[src/rtl/game_pkg.sv]
// Shared command encoding, FSM states and direction arbitration helpers
// for the front-end that feeds game_control.
package game_pkg;

    localparam int OP_R       = 0;
    localparam int OP_D       = 1;
    localparam int OP_L       = 2;
    localparam int OP_U       = 3;
    localparam int OP_RESTART = 4;
    localparam int OP_W       = 5;

    typedef enum logic [1:0] {
        S_IDLE  = 2'd0,
        S_ISSUE = 2'd1,
        S_WAIT  = 2'd2
    } state_t;

    typedef logic [OP_W-1:0] op_t;

    localparam op_t CMD_NONE    = 5'b00000;
    localparam op_t CMD_RESTART = 5'b10000;

    typedef struct packed {
        logic [3:0] win;     // one-hot winning direction, zero if none
        logic [2:0] lose_n;  // directions that lost this cycle
    } arb_t;

    // Fixed priority u > l > d > r.
    function automatic logic [3:0] dir_prio(input logic [3:0] d);
        logic [3:0] w;
        w = 4'b0;
        if (d[OP_U])      w[OP_U] = 1'b1;
        else if (d[OP_L]) w[OP_L] = 1'b1;
        else if (d[OP_D]) w[OP_D] = 1'b1;
        else if (d[OP_R]) w[OP_R] = 1'b1;
        return w;
    endfunction

    function automatic arb_t arbitrate(input logic [3:0] d);
        arb_t a;
        a.win    = dir_prio(d);
        a.lose_n = 3'($countones(d & ~a.win));
        return a;
    endfunction

endpackage

[src/rtl/btn_debounce.sv]
// Two-flop synchroniser followed by a stability counter; the level only
// moves after DEBOUNCE_CYCLES consecutive samples of the new value.
module btn_debounce #(
    parameter int DEBOUNCE_CYCLES = 1000000
) (
    input  logic clk,
    input  logic rst,
    input  logic raw,
    output logic level
);

    localparam int CW = $clog2(DEBOUNCE_CYCLES + 1);

    logic [1:0]    sync_pipe;
    logic [CW-1:0] cnt;

    always_ff @(posedge clk or posedge rst) begin
        if (rst) begin
            sync_pipe <= 2'b00;
            cnt       <= '0;
            level     <= 1'b0;
        end else begin
            sync_pipe <= {sync_pipe[0], raw};
            // Any sample agreeing with the current level restarts the count.
            if (sync_pipe[1] != level) begin
                if (cnt == CW'(DEBOUNCE_CYCLES - 1)) begin
                    level <= sync_pipe[1];
                    cnt   <= '0;
                end else begin
                    cnt <= cnt + CW'(1);
                end
            end else begin
                cnt <= '0;
            end
        end
    end

endmodule

[src/rtl/move_cmd_scheduler.sv]
// Debounces the five buttons, queues direction presses and issues them to
// the kernel one at a time; restart pre-empts the queue. MOVE_REPEAT_EN adds hold-to-repeat.
module move_cmd_scheduler
    import game_pkg::*;
#(
    parameter int DEBOUNCE_CYCLES = 1000000,
    parameter int FIFO_DEPTH      = 4,
    parameter int DROP_W          = 8
`ifdef MOVE_REPEAT_EN
    ,
    parameter int REPEAT_DELAY    = 50000000,
    parameter int REPEAT_PERIOD   = 15000000
`endif
) (
    input  logic                            CLK_100M,
    input  logic                            RST,
    input  logic [OP_W-1:0]                 btn_raw,
    input  logic                            gameover,
    input  logic                            cmd_ready,
    input  logic                            cmd_done,
    output logic                            cmd_valid,
    output logic [OP_W-1:0]                 cmd,
    output logic [$clog2(FIFO_DEPTH):0]     fifo_level,
    output logic [DROP_W-1:0]               dropped_cnt
);

    localparam int AW = $clog2(FIFO_DEPTH);
    localparam int LW = AW + 1;

    logic [OP_W-1:0] lvl, lvl_q, ev;
    logic [3:0]      dir_ev, cand;
    logic            restart_ev, restart_pend;
    arb_t            arb;
    logic            full, push, pop, drop_full;
    logic [2:0]      drop_inc;
    logic [DROP_W:0] drop_sum;
    logic [FIFO_DEPTH-1:0][3:0] mem;
    logic [AW-1:0]   wr_ptr, rd_ptr;
    state_t          state;

    for (genvar i = 0; i < OP_W; i++) begin : g_db
        btn_debounce #(.DEBOUNCE_CYCLES(DEBOUNCE_CYCLES)) u_db (
            .clk   (CLK_100M),
            .rst   (RST),
            .raw   (btn_raw[i]),
            .level (lvl[i])
        );
    end

    always_ff @(posedge CLK_100M or posedge RST) begin
        if (RST) lvl_q <= '0;
        else     lvl_q <= lvl;
    end

    assign ev         = lvl & ~lvl_q;
    assign restart_ev = ev[OP_RESTART];

`ifdef MOVE_REPEAT_EN
    localparam int RMAX = (REPEAT_DELAY > REPEAT_PERIOD) ? REPEAT_DELAY : REPEAT_PERIOD;
    localparam int RW   = $clog2(RMAX + 1);

    logic [3:0]    held_top, rep_dir, rep_ev;
    logic [RW-1:0] rep_cnt, rep_tgt;
    logic          rep_first;

    // A change of the top held direction (press, release or takeover) restarts the delay.
    assign held_top = dir_prio(lvl[3:0]);
    assign rep_tgt  = rep_first ? RW'(REPEAT_DELAY - 1) : RW'(REPEAT_PERIOD - 1);
    assign rep_ev   = (held_top == rep_dir && rep_cnt == rep_tgt) ? rep_dir : 4'b0;

    always_ff @(posedge CLK_100M or posedge RST) begin
        if (RST) begin
            rep_dir   <= 4'b0;
            rep_cnt   <= '0;
            rep_first <= 1'b1;
        end else if (held_top != rep_dir) begin
            rep_dir   <= held_top;
            rep_cnt   <= '0;
            rep_first <= 1'b1;
        end else if (rep_ev != 4'b0) begin
            rep_cnt   <= '0;
            rep_first <= 1'b0;
        end else if (rep_dir != 4'b0) begin
            rep_cnt <= rep_cnt + RW'(1);
        end
    end

    assign dir_ev = ev[OP_U:OP_R] | rep_ev;
`else
    assign dir_ev = ev[OP_U:OP_R];
`endif

    // Restart swallows same-cycle directions uncounted; gameover discards them silently.
    assign cand      = (restart_ev || gameover) ? 4'b0 : dir_ev;
    assign arb       = arbitrate(cand);
    assign full      = (fifo_level == LW'(FIFO_DEPTH));
    assign pop       = (state == S_IDLE) && !restart_pend && !restart_ev &&
                       (fifo_level != '0) && !gameover;
    assign push      = (arb.win != 4'b0) && (!full || pop);
    assign drop_full = (arb.win != 4'b0) && !push;
    assign drop_inc  = arb.lose_n + {2'b00, drop_full};
    assign drop_sum  = {1'b0, dropped_cnt} + (DROP_W+1)'(drop_inc);

    always_ff @(posedge CLK_100M or posedge RST) begin
        if (RST) dropped_cnt <= '0;
        else if (drop_sum[DROP_W]) dropped_cnt <= '1;
        else dropped_cnt <= drop_sum[DROP_W-1:0];
    end

    always_ff @(posedge CLK_100M) begin
        if (push) mem[wr_ptr] <= arb.win;
    end

    always_ff @(posedge CLK_100M or posedge RST) begin
        if (RST) begin
            wr_ptr     <= '0;
            rd_ptr     <= '0;
            fifo_level <= '0;
        end else if (restart_ev) begin
            wr_ptr     <= '0;
            rd_ptr     <= '0;
            fifo_level <= '0;
        end else begin
            if (push) wr_ptr <= wr_ptr + AW'(1);
            if (pop)  rd_ptr <= rd_ptr + AW'(1);
            case ({push, pop})
                2'b10:   fifo_level <= fifo_level + LW'(1);
                2'b01:   fifo_level <= fifo_level - LW'(1);
                default: fifo_level <= fifo_level;
            endcase
        end
    end

    always_ff @(posedge CLK_100M or posedge RST) begin
        if (RST) begin
            state        <= S_IDLE;
            cmd_valid    <= 1'b0;
            cmd          <= CMD_NONE;
            restart_pend <= 1'b0;
        end else begin
            if (restart_ev) restart_pend <= 1'b1;
            case (state)
                S_IDLE: begin
                    if (restart_pend || restart_ev) begin
                        cmd       <= CMD_RESTART;
                        cmd_valid <= 1'b1;
                        state     <= S_ISSUE;
                    end else if (pop) begin
                        cmd       <= {1'b0, mem[rd_ptr]};
                        cmd_valid <= 1'b1;
                        state     <= S_ISSUE;
                    end
                end
                S_ISSUE: begin
                    // A restart pressed during the transfer cycle stays pending.
                    if (cmd_ready) begin
                        cmd_valid <= 1'b0;
                        cmd       <= CMD_NONE;
                        if (cmd[OP_RESTART] && !restart_ev) restart_pend <= 1'b0;
                        state     <= S_WAIT;
                    end
                end
                S_WAIT: begin
                    if (cmd_done) state <= S_IDLE;
                end
                default: state <= S_IDLE;
            endcase
        end
    end

endmodule

[config.mk]
export PLATFORM = sky130hd
export DESIGN_NAME = move_cmd_scheduler
export DESIGN_NICKNAME = d
export VERILOG_FILES = /design/src/rtl/game_pkg.sv /design/src/rtl/btn_debounce.sv /design/src/rtl/move_cmd_scheduler.sv
export SDC_FILE = /design/constraint.sdc
export NUM_CORES = 1
export LEC_CHECK = 0
export ABC_AREA = 1
export BUFFER_PORTS_ARGS = -buffer_cell sky130_fd_sc_hd__buf_2
export CORE_MARGIN = 4
export CORE_UTILIZATION = 35
export DETAILED_ROUTE_END_ITERATION = 6
export GPL_ROUTABILITY_DRIVEN = 0
export SYNTH_ARGS = -nofsm -noshare
export SYNTH_HDL_FRONTEND = slang
export SYNTH_SLANG_ARGS = --single-unit
[constraint.sdc]
create_clock -name CLK_100M -period 7.5 [get_ports CLK_100M]
set_input_delay 0.75 -clock CLK_100M [delete_from_list [all_inputs] [get_ports CLK_100M]]
set_output_delay 0.75 -clock CLK_100M [all_outputs]
set_load 0.02 [all_outputs]
# [Word-level counts from Yosys, hierarchy flattened]
# Cells that the tools add are included.
[word_totals] ff_bits=160 latchBits=0 mem_bits_rw=0 romBits=0 in_bits=10 memories=0
[op_classes] n_addsub=14 multipliers=0 n_div=0 order_cmp=3 eq_ne=18 shifts=0 muxes=47 bitwise_logic=4 n_reduce_logical=30
[ops] operator="$mux W20" count=10
[ops] operator="$add A20 B1 Y20 const B" count=5
[ops] operator="$eq A20 B20 Y1 const B" count=5
[ops] operator="$mux W2" count=9
[ops] operator="$bwmux W16" count=1
[ops] operator="$mux W5" count=3
[ops] operator="$mux W1" count=12
[ops] operator="$mux W4" count=3
[ops] operator="$pmux W5 S2" count=1
[ops] operator="$reduce_and A2 Y1" count=5
[ops] operator="$add A8 B3 Y9" count=1
[ops] operator="$bmux W4 S2" count=1
[ops] operator="$demux W4 S2" count=1
[ops] operator="$logic_and A1 B1 Y1" count=8
[ops] operator="$mux W8" count=1
[ops] operator="$lt A2 B3 Y1 const B" count=2
[ops] operator="$mux W3" count=2
[ops] operator="$pmux W2 S3" count=1
[ops] operator="$pmux W3 S2" count=1
[ops] operator="$reduce_and A3 Y1" count=2
[ops] operator="$reduce_bool A2 Y1" count=3
[ops] operator="$reduce_bool A3 Y1" count=2
[ops] operator="$and A5 B5 Y5" count=1
[ops] operator="$logic_not A1 Y1" count=5
[ops] operator="other kinds (20)" count=31

# [Longest topological paths before layout]
# Gate-level depths: netlist of run 1.
[logic_depth] depth_word=15 ltp_mapped=18

# [Hierarchy]
# Synthesis of run 1 repeated with hierarchy kept, for this count alone.
[hier_totals] cells_unflattened=1039 area_unflattened_um2=8677.1
[modules_own_cells] module="btn_debounce" n_inst=5 cells_each=162 area_per_inst_um2=1291.2
[modules_own_cells] module="move_cmd_scheduler" n_inst=1 cells_each=229 area_per_inst_um2=2220.9

# [Worst setup path before layout of run 1]
# OpenSTA, ideal clock, no wires.
[synth_timing] path_type="input -> register" start="input port gameover" end="register dropped_cnt[2]" setup_ps=133 arrival_time_ps=3357 t_required_ps=7367 path_slack_ps=4010 stages=16 path_cell_list="inv_1 nand4_1 nand3_1 nand3_1 fa_1 inv_1 ha_1 ha_1 fa_1 nand2_1 inv_1 nor2_1 nor3_1 and2_1 nand2_1 o21ai_0"
[synth_via] elab_chain_cells=13 word_cells_on_any_way=24 cone_classes="add/sub (5); mux (9); bitwise (2); reduce/logical (8)"
[synth_lines] item="from (decl)" line_no="move_cmd_scheduler.sv:18" text="input logic gameover,"
[synth_lines] item="$logic_or A1 B1 Y1" line_no="move_cmd_scheduler.sv:94" text="assign cand = (restart_ev || gameover) ? 4'b0 : dir_ev;"
[synth_lines] item="$mux W4" line_no="move_cmd_scheduler.sv:94"
[synth_lines] item="$mux W1" line_no="game_pkg.sv:35" text="else if (d[OP_R]) w[OP_R] = 1'b1;"
[synth_lines] item="$mux W1" line_no="game_pkg.sv:34" text="else if (d[OP_D]) w[OP_D] = 1'b1;"
[synth_lines] item="$mux W2" line_no="game_pkg.sv:33" text="else if (d[OP_L]) w[OP_L] = 1'b1;"
[synth_lines] item="$mux W3" line_no="game_pkg.sv:32" text="if (d[OP_U]) w[OP_U] = 1'b1;"
[synth_lines] item="$not A4 Y4 / $reduce_bool A4 Y1 (equally long branches)" line_no="game_pkg.sv:42, move_cmd_scheduler.sv:99, move_cmd_scheduler.sv:100"
[synth_lines] item="$and A4 B4 Y4 / $logic_and A1 B1 Y1 (equally long branches)" line_no="game_pkg.sv:42, move_cmd_scheduler.sv:99"
[synth_lines] item="$add A1 B1 Y2 (implied by the code) / $logic_not A1 Y1 (equally long branches)" line_no="game_pkg.sv:42, move_cmd_scheduler.sv:100"
[synth_lines] item="$add A2 B2 Y3 (implied by the code) / $logic_and A1 B1 Y1 (equally long branches)" line_no="game_pkg.sv:42, move_cmd_scheduler.sv:100"
[synth_lines] item="$add A3 B1 Y3 (*)" line_no="move_cmd_scheduler.sv:101" text="assign drop_inc = arb.lose_n + {2'b00, drop_full};"
[synth_lines] item="$add A8 B3 Y9 (*)" line_no="move_cmd_scheduler.sv:102" text="assign drop_sum = {1'b0, dropped_cnt} + (DROP_W+1)'(drop_inc);"
[synth_lines] item="$mux W8 (*)" line_no="move_cmd_scheduler.sv:106" text="else if (drop_sum[DROP_W]) dropped_cnt <= '1;"
[synth_lines] item="to (signal assigned)" line_no="move_cmd_scheduler.sv:107" text="else dropped_cnt <= drop_sum[DROP_W-1:0];"
[synth_lines] item="to (decl)" line_no="move_cmd_scheduler.sv:24" text="output logic [DROP_W-1:0] dropped_cnt"
# Every way passes the cells marked *; elsewhere a longest branch is shown, timed or not.
# A chain may end at the register's enable or synchronous reset.

# [Worst setup path after layout of run 1]
[layout_timing] start="register g_db[4].u_db.level" end="register dropped_cnt[6]"
[layout_via] elab_chain_cells=14 word_cells_on_any_way=27 cone_classes="add/sub (5); mux (9); bitwise (3); reduce/logical (10)"
[layout_lines] item="from (decl)" line_no="btn_debounce.sv:9" text="output logic level"
[layout_lines] item="from (signal assigned)" line_no="btn_debounce.sv:27" text="level <= sync_pipe[1];"
[layout_lines] item="$and A5 B5 Y5 (*)" line_no="move_cmd_scheduler.sv:55" text="assign ev = lvl & ~lvl_q;"
[layout_lines] item="$logic_or A1 B1 Y1" line_no="move_cmd_scheduler.sv:94"
[layout_lines] item="$mux W4" line_no="move_cmd_scheduler.sv:94"
[layout_lines] item="$mux W1" line_no="game_pkg.sv:35"
[layout_lines] item="$mux W1" line_no="game_pkg.sv:34"
[layout_lines] item="$mux W2" line_no="game_pkg.sv:33"
[layout_lines] item="$mux W3" line_no="game_pkg.sv:32"
[layout_lines] item="$not A4 Y4 / $reduce_bool A4 Y1 (equally long branches)" line_no="game_pkg.sv:42, move_cmd_scheduler.sv:99, move_cmd_scheduler.sv:100"
[layout_lines] item="$and A4 B4 Y4 / $logic_and A1 B1 Y1 (equally long branches)" line_no="game_pkg.sv:42, move_cmd_scheduler.sv:99"
[layout_lines] item="$add A1 B1 Y2 (implied by the code) / $logic_not A1 Y1 (equally long branches)" line_no="game_pkg.sv:42, move_cmd_scheduler.sv:100"
[layout_lines] item="$add A2 B2 Y3 (implied by the code) / $logic_and A1 B1 Y1 (equally long branches)" line_no="game_pkg.sv:42, move_cmd_scheduler.sv:100"
[layout_lines] item="$add A3 B1 Y3 (*)" line_no="move_cmd_scheduler.sv:101"
[layout_lines] item="$add A8 B3 Y9 (*)" line_no="move_cmd_scheduler.sv:102"
[layout_lines] item="$mux W8 (*)" line_no="move_cmd_scheduler.sv:106"
# Marked as above.

==> results.ini, run 1 <==
[run_status]
status=finished, final reports clean

[clocking]
clock-root-buffer=clkbuf_16
postCtsSetupBuffers=0
cts_tree=yes
clk_latency_ns=0.43
cts_buffer_depth=2
clkSinkCount=160
post_cts_resize_count=0
hold_buffers=0
clkSlewWorstSetupHoldPaths_ns=0.07
htree_num_levels=4
cts_buffers=17

[die]
start_util_pct=35.8
core-area_mm2=0.0237
die_h_um=164
die_area_mm2=0.0268
row_count=56
die-width_um=164
io_pins=27

[logic_synthesis]
synth_most_common_cell=nand2_1
synth_mux_area_share_pct=0
synth.top_cell.area_share_pct=42.5
avgSynthCellArea_um2=8.27
yosysTopAreaCell=dfrtp_1
synth-simple-area-share_pct=32.7
synthArstFlopShare_pct=90.0
synthXorXnorAreaFrac_pct=4.13
synth_fp_nets=1052
synth_edf_count=16
synth_area_leaders=dfrtp_1 (42%), nand2_1 (8.1%), nor2_1 (8.0%)
synth_compound_area_share_pct=5.19
ys_types=44
synth_common_cells=nand2_1 (184), nor2_1 (180), inv_1 (145)
ys.flop_type=dfrtp_1
syn_inst=1025
ys_seq_elements=160
synth-seq-area-share_pct=48.2
synth_top_family_by_area=simple AND/OR/NAND/NOR gates
synth_area_mm2=0.00848
synthAdderAreaFrac_pct=2.77
yosys_warnings=0

[sta]
fin_worst_skew_ns=0.00897
hold_viol=0
worst_pin_slew_ns=0.802
rsz0062_at_grt=false
slew_headroom_pct=46.5
slew_viol_final=0
setup_tns_ns=0
fin_crit_sh_pct=48.8
whs_ns=0.343
finalSetupViolations=0
clock.fmax_mhz=273
fin_crit_ns=3.66

[setup_path]
critPathLaunchType=register
crit_path_start=g_db[4].u_db.level
reg2reg_from=g_db[4].u_db.level
reg2reg_slack_ns=3.84
ff2ff_path_depth=16
worst-endpoint-required_ns=7.80
timing.rr.end=dropped_cnt[6]
critical_path.endpoint=dropped_cnt[6]
worstPathArrival_ns=3.96
path_class=reg -> reg
critPathMaxFanout=14
cp-end-kind=register

[place]
port_buffers=26
hpwl_mm=13.1

[route]
wl_per_cell_um=12.7
via_per_inst=4.74
wirelength_mm=17.7
postRouteAntennaNets=0
drt_first_pass_iters=5
vias=6623
drc=0
drt-initial-drc-count=529

[cells_and_area]
diodes=0
layout-drive-gt1-share_pct=12.2
fin_util_pct=40.5
fillers=2435
syn_to_final_growth_pct=13.2
finalNetCount=1092

[power]
power.leakage_uw=0.00427
ir_drop_uv=158
p_per_area_mw_per_mm2=200

[hold_path]
min_path_cells=0
hp-class=reg -> reg

[global_routing]
grt_first_pass_wirelength_mm=30.7
grt_antenna_before_repair=0
grt_overflow=0
grt_pass1_vias=6378
grt_max_degree=91
grtUsageTotal_pct=14.0

[run]
drv_cap=0

[per-layer routing]
metal	part of all wire [%]	up-vias	GRT usage, %
met5	0	-	0
met4	1.5	0	4.19
met3	3.0	19	2.42
met2	47	104	22.8
met1	48	3113	19.0
li1	-	3387	-
[worst min path at each step]
stage                                    startpoint                   endpoint  slack [ns]
after detailed placement  g_db[3].u_db.sync_pipe[0]  g_db[3].u_db.sync_pipe[1]        0.34
after CTS                 g_db[3].u_db.sync_pipe[0]  g_db[3].u_db.sync_pipe[1]        0.35
after global routing      g_db[4].u_db.sync_pipe[0]  g_db[4].u_db.sync_pipe[1]        0.36
after global placement    g_db[0].u_db.sync_pipe[0]  g_db[0].u_db.sync_pipe[1]        0.33
final                     g_db[3].u_db.sync_pipe[0]  g_db[3].u_db.sync_pipe[1]        0.34
after floorplan           g_db[0].u_db.sync_pipe[0]  g_db[0].u_db.sync_pipe[1]        0.33
[cells in the final DEF, fill, tap and decap left out, types with 29 or more instances in the layout]
cell,Yosys,final
nand2_1,184,184
nor2_1,180,180
inv_1,145,144
dfrtp_1,144,144
nand3_1,58,58
nor3_1,38,38
nand4_1,32,32
o21ai_0,30,30
a21oi_1,29,29
xor2_1,29,29
[final cells by class]
cell class                      count  area (um2)  share of cell area [%]
Multi-Input combinational cell    709        3800                    39.6
Sequential cell                   160        4080                    42.6
Tap cell                          319         399                    4.16
Clock inverter                     13         158                    1.64
Timing Repair Buffer               27         138                    1.43
Inverter                          150         568                    5.92
Clock buffer                       19         454                    4.73
[flip-flops by register name, indices dropped and copies added, names as in the netlist]
register / cells
fifo_level: 3
state: 2
wr_ptr: 2
cmd_valid: 1
lvl_q: 5
cmd: 5
mem: 16
g_db.u_db.cnt: 100
g_db.u_db.sync_pipe: 10
restart_pend: 1
g_db.u_db.level: 5
dropped_cnt: 8
rd_ptr: 2
[cells by family after synthesis]
group,Yosys count
AO/OA/AOI/OAI,80
XOR/XNOR,40
adder cells (fa/ha/maj),17
buffers and inverters,156
flip-flops,160
AND/OR/NAND/NOR,572
[critical path, stage by stage (launching register included)]
cell and delay, ns:
dfrtp_1 0.43, nand2_2 0.28, nand4_1 0.23, nand3_1 0.24, nand3_1 0.13, fa_1 0.52
inv_1 0.04, ha_1 0.28, ha_1 0.22, fa_1 0.39, nand2_1 0.08, inv_1 0.05
nor2_1 0.14, nor3_1 0.07, and2_1 0.14, nand2_1 0.18, o21ai_0 0.12
[where the power goes]
group / internal, uW / switching [uW]
clock: 543 / 360
sequential: 891 / 21.9
combinational: 32.2 / 71.8
[stage by stage]
| step | area, um2 | setup WS, ns | total power (uW) | std cells |
|---|---|---|---|---|
| 2_1_floorplan | 8480 | 2.88 | 1010 | 1025 |
| 3_3_place_gp | 8980 | 3.63 | 1030 | 1365 |
| 3_5_place_dp | 8980 | 3.52 | 1040 | 1365 |
| 4_1_cts | 9600 | 3.79 | 1940 | 1397 |
| 5_1_grt | 9600 | 3.47 | 1990 | 1397 |
| 6_report | 9600 | 3.84 | 1920 | 1397 |
Power figures use the tool's default switching activity.
==> inputs of run 2 (changes only) <==
clock period = 3.5 ns   (was 7.5 ns; I/O delays follow)
==> run 2 against run 1 <==
Effect of this change: hold slack lost 0.31 ns; non-clock buffer count grew 9; utilization increased by 0.55 points; sequential share of layout area decreased by 0.56 points; critical path type unchanged.
==> results.ini, run 2 (synthesized netlist as in run 1, its figures left out) <==
[global_routing]
grt_pass1_vias=6472  ; was 6378
grt_overflow=0  ; unchanged
grt_max_degree=58  ; was 91
grt_antenna_before_repair=0  ; unchanged
grt_first_pass_wirelength_mm=31.3  ; was 30.7 mm
grtUsageTotal_pct=14.2  ; was 14.0%

[setup_path]
reg2reg_from=g_db[4].u_db.level  ; unchanged
path_class=reg -> reg  ; unchanged
ff2ff_path_depth=16  ; unchanged
critPathLaunchType=register  ; unchanged
reg2reg_slack_ns=0.22  ; was 3.84 ns
timing.rr.end=dropped_cnt[2]  ; was dropped_cnt[6]
critPathMaxFanout=11  ; was 14
cp-end-kind=register  ; unchanged
worstPathArrival_ns=3.57  ; was 3.96 ns
critical_path.endpoint=dropped_cnt[2]  ; was dropped_cnt[6]
crit_path_start=g_db[4].u_db.level  ; unchanged
worst-endpoint-required_ns=3.80  ; was 7.80 ns

[sta]
worst_pin_slew_ns=0.858  ; was 0.802 ns
hold_viol=0  ; unchanged
slew_viol_final=0  ; unchanged
fin_crit_ns=3.28  ; was 3.66 ns
fin_crit_sh_pct=93.6  ; was 48.8%
fin_worst_skew_ns=0.0103  ; was 0.00897 ns
setup_tns_ns=0  ; unchanged
fin_ws_ns=0.224  ; was 3.84 ns
clock.fmax_mhz=305  ; was 273 MHz
finalSetupViolations=0  ; unchanged
rsz0062_at_grt=false  ; unchanged
slew_headroom_pct=42.7  ; was 46.5%

[power]
power.leakage_uw=0.00433  ; was 0.00427 uW
p_per_area_mw_per_mm2=432  ; was 200 mW/mm2
ir_drop_uv=312  ; was 158 uV

[die]
die_h_um=164  ; unchanged
start_util_pct=35.8  ; unchanged
io_pins=27  ; unchanged
die-width_um=164  ; unchanged
die_area_mm2=0.0268  ; unchanged
row_count=56  ; unchanged
core-area_mm2=0.0237  ; unchanged

[cells_and_area]
top_regs=g_db.u_db.cnt: 100 flops, mem: 16 flops, g_db.u_db.sync_pipe: 10 flops  ; unchanged
finalNetCount=1101  ; was 1092
final_common_cell=nand2_1  ; unchanged
regMostFlops=g_db.u_db.cnt  ; unchanged
fillers=2383  ; was 2435
layout_common_cells=nand2_1 (183), nor2_1 (178), inv_1 (144), dfrtp_1 (143), nand3_1 (57)  ; was nand2_1 (184), nor2_1 (180), inv_1 (144), dfrtp_1 (144), nand3_1 (58)
layout-drive-gt1-share_pct=13.2  ; was 12.2%
largest_register_ffs=100  ; unchanged
syn_to_final_growth_pct=14.7  ; was 13.2%
diodes=0  ; unchanged

[clocking]
postCtsSetupBuffers=0  ; unchanged
clkSlewWorstSetupHoldPaths_ns=0.07  ; about the same
clkSinkCount=160  ; unchanged
htree_num_levels=4  ; unchanged
cts_tree=yes  ; unchanged
clk_latency_ns=0.42  ; was 0.43 ns
clock-root-buffer=clkbuf_16  ; unchanged
cts_buffer_depth=2  ; unchanged
cts_buffers=17  ; unchanged

[place]
dp_slack_ns=0.0802  ; was 3.52 ns
port_buffers=26  ; unchanged
hpwl_mm=13.3  ; was 13.1 mm

[route]
vias=6709  ; was 6623
postRouteAntennaNets=0  ; unchanged
via_per_inst=4.77  ; was 4.74
wirelength_mm=17.8  ; was 17.7 mm
drt-initial-drc-count=440  ; was 529
drt_first_pass_iters=4  ; was 5
wl_per_cell_um=12.7  ; about the same
drc=0  ; unchanged

[run_status]
status=finished, final reports clean  ; unchanged

[hold_path]
min_from=btn_raw[3]  ; was g_db[3].u_db.sync_pipe[0]
hp-class=in -> reg  ; was reg -> reg

[run]
drv_cap=0  ; unchanged

## run 2: how the worst min path moves through the flow
| stage | slack [ns] | cells past startpoint | end |
|---|---|---|---|
| CTS | 0.01 | 1 | g_db[4].u_db.sync_pipe[0] |
| floorplan | 0.33 | 0 | g_db[0].u_db.sync_pipe[1] |
| global route | 0.01 | 1 | g_db[3].u_db.sync_pipe[0] |
| detailed placement | 0.33 | 0 | g_db[0].u_db.sync_pipe[1] |
| finish | 0.03 | 1 | g_db[3].u_db.sync_pipe[0] |
| global placement | 0.33 | 0 | g_db[3].u_db.sync_pipe[1] |
## run 2: timing repair
item / in CTS / in global routing
hold buffers: 0 / 0
gates resized for setup: 0 / 7
setup endpoints to repair: 0 / 7
## run 2: worst max-delay path, stage by stage, from the launching register on
cell and delay [ns]:
dfrtp_2 0.45, nand2_4 0.15, nand4_1 0.13, nand3_1 0.14
nand3_1 0.10, fa_1 0.52, inv_1 0.04, ha_1 0.28
ha_1 0.22, fa_1 0.39, nand2_1 0.08, inv_1 0.05
nor2_1 0.13, nor3_1 0.07, and2_1 0.15, nand2_2 0.13
o21ai_0 0.10
## run 2: per-stage QoR
step	instances	hold WS, ns	instance area [um2]	utilization (%)	power [uW]
floorplan	1025	0.331	8480	-	2160
global placement	1374	0.332	9060	38.3	2220
detailed placement	1374	0.335	9060	38.3	2220
CTS	1406	0.0103	9700	41.0	4260
global route	1406	0.0108	9730	41.1	4370
finish	1406	0.0307	9730	41.1	4200
## run 2: cell type report
class | count | area, um2 | share of cell area (%)
sequential | 160 | 4090 | 42.0
multi-input combinational | 709 | 3820 | 39.2
inverter | 150 | 567 | 5.83
clock buffer | 23 | 489 | 5.03
tap | 319 | 399 | 4.10
timing repair buffer | 36 | 218 | 2.24
clock inverter | 9 | 151 | 1.56
## run 2: power breakdown
part / internal, uW / switching [uW]
combinational: 73.0 / 152
sequential: 1910 / 45.6
clock: 1280 / 741
total: 3260 / 939
## run 2: per-layer routing
layer	up-vias	routed length, um	global-route usage (%)
met4	0	330	5.03
met5	-	0	0
met1	3191	8780	19.7
met2	93	8240	22.5
met3	26	477	2.47
li1	3399	-	-
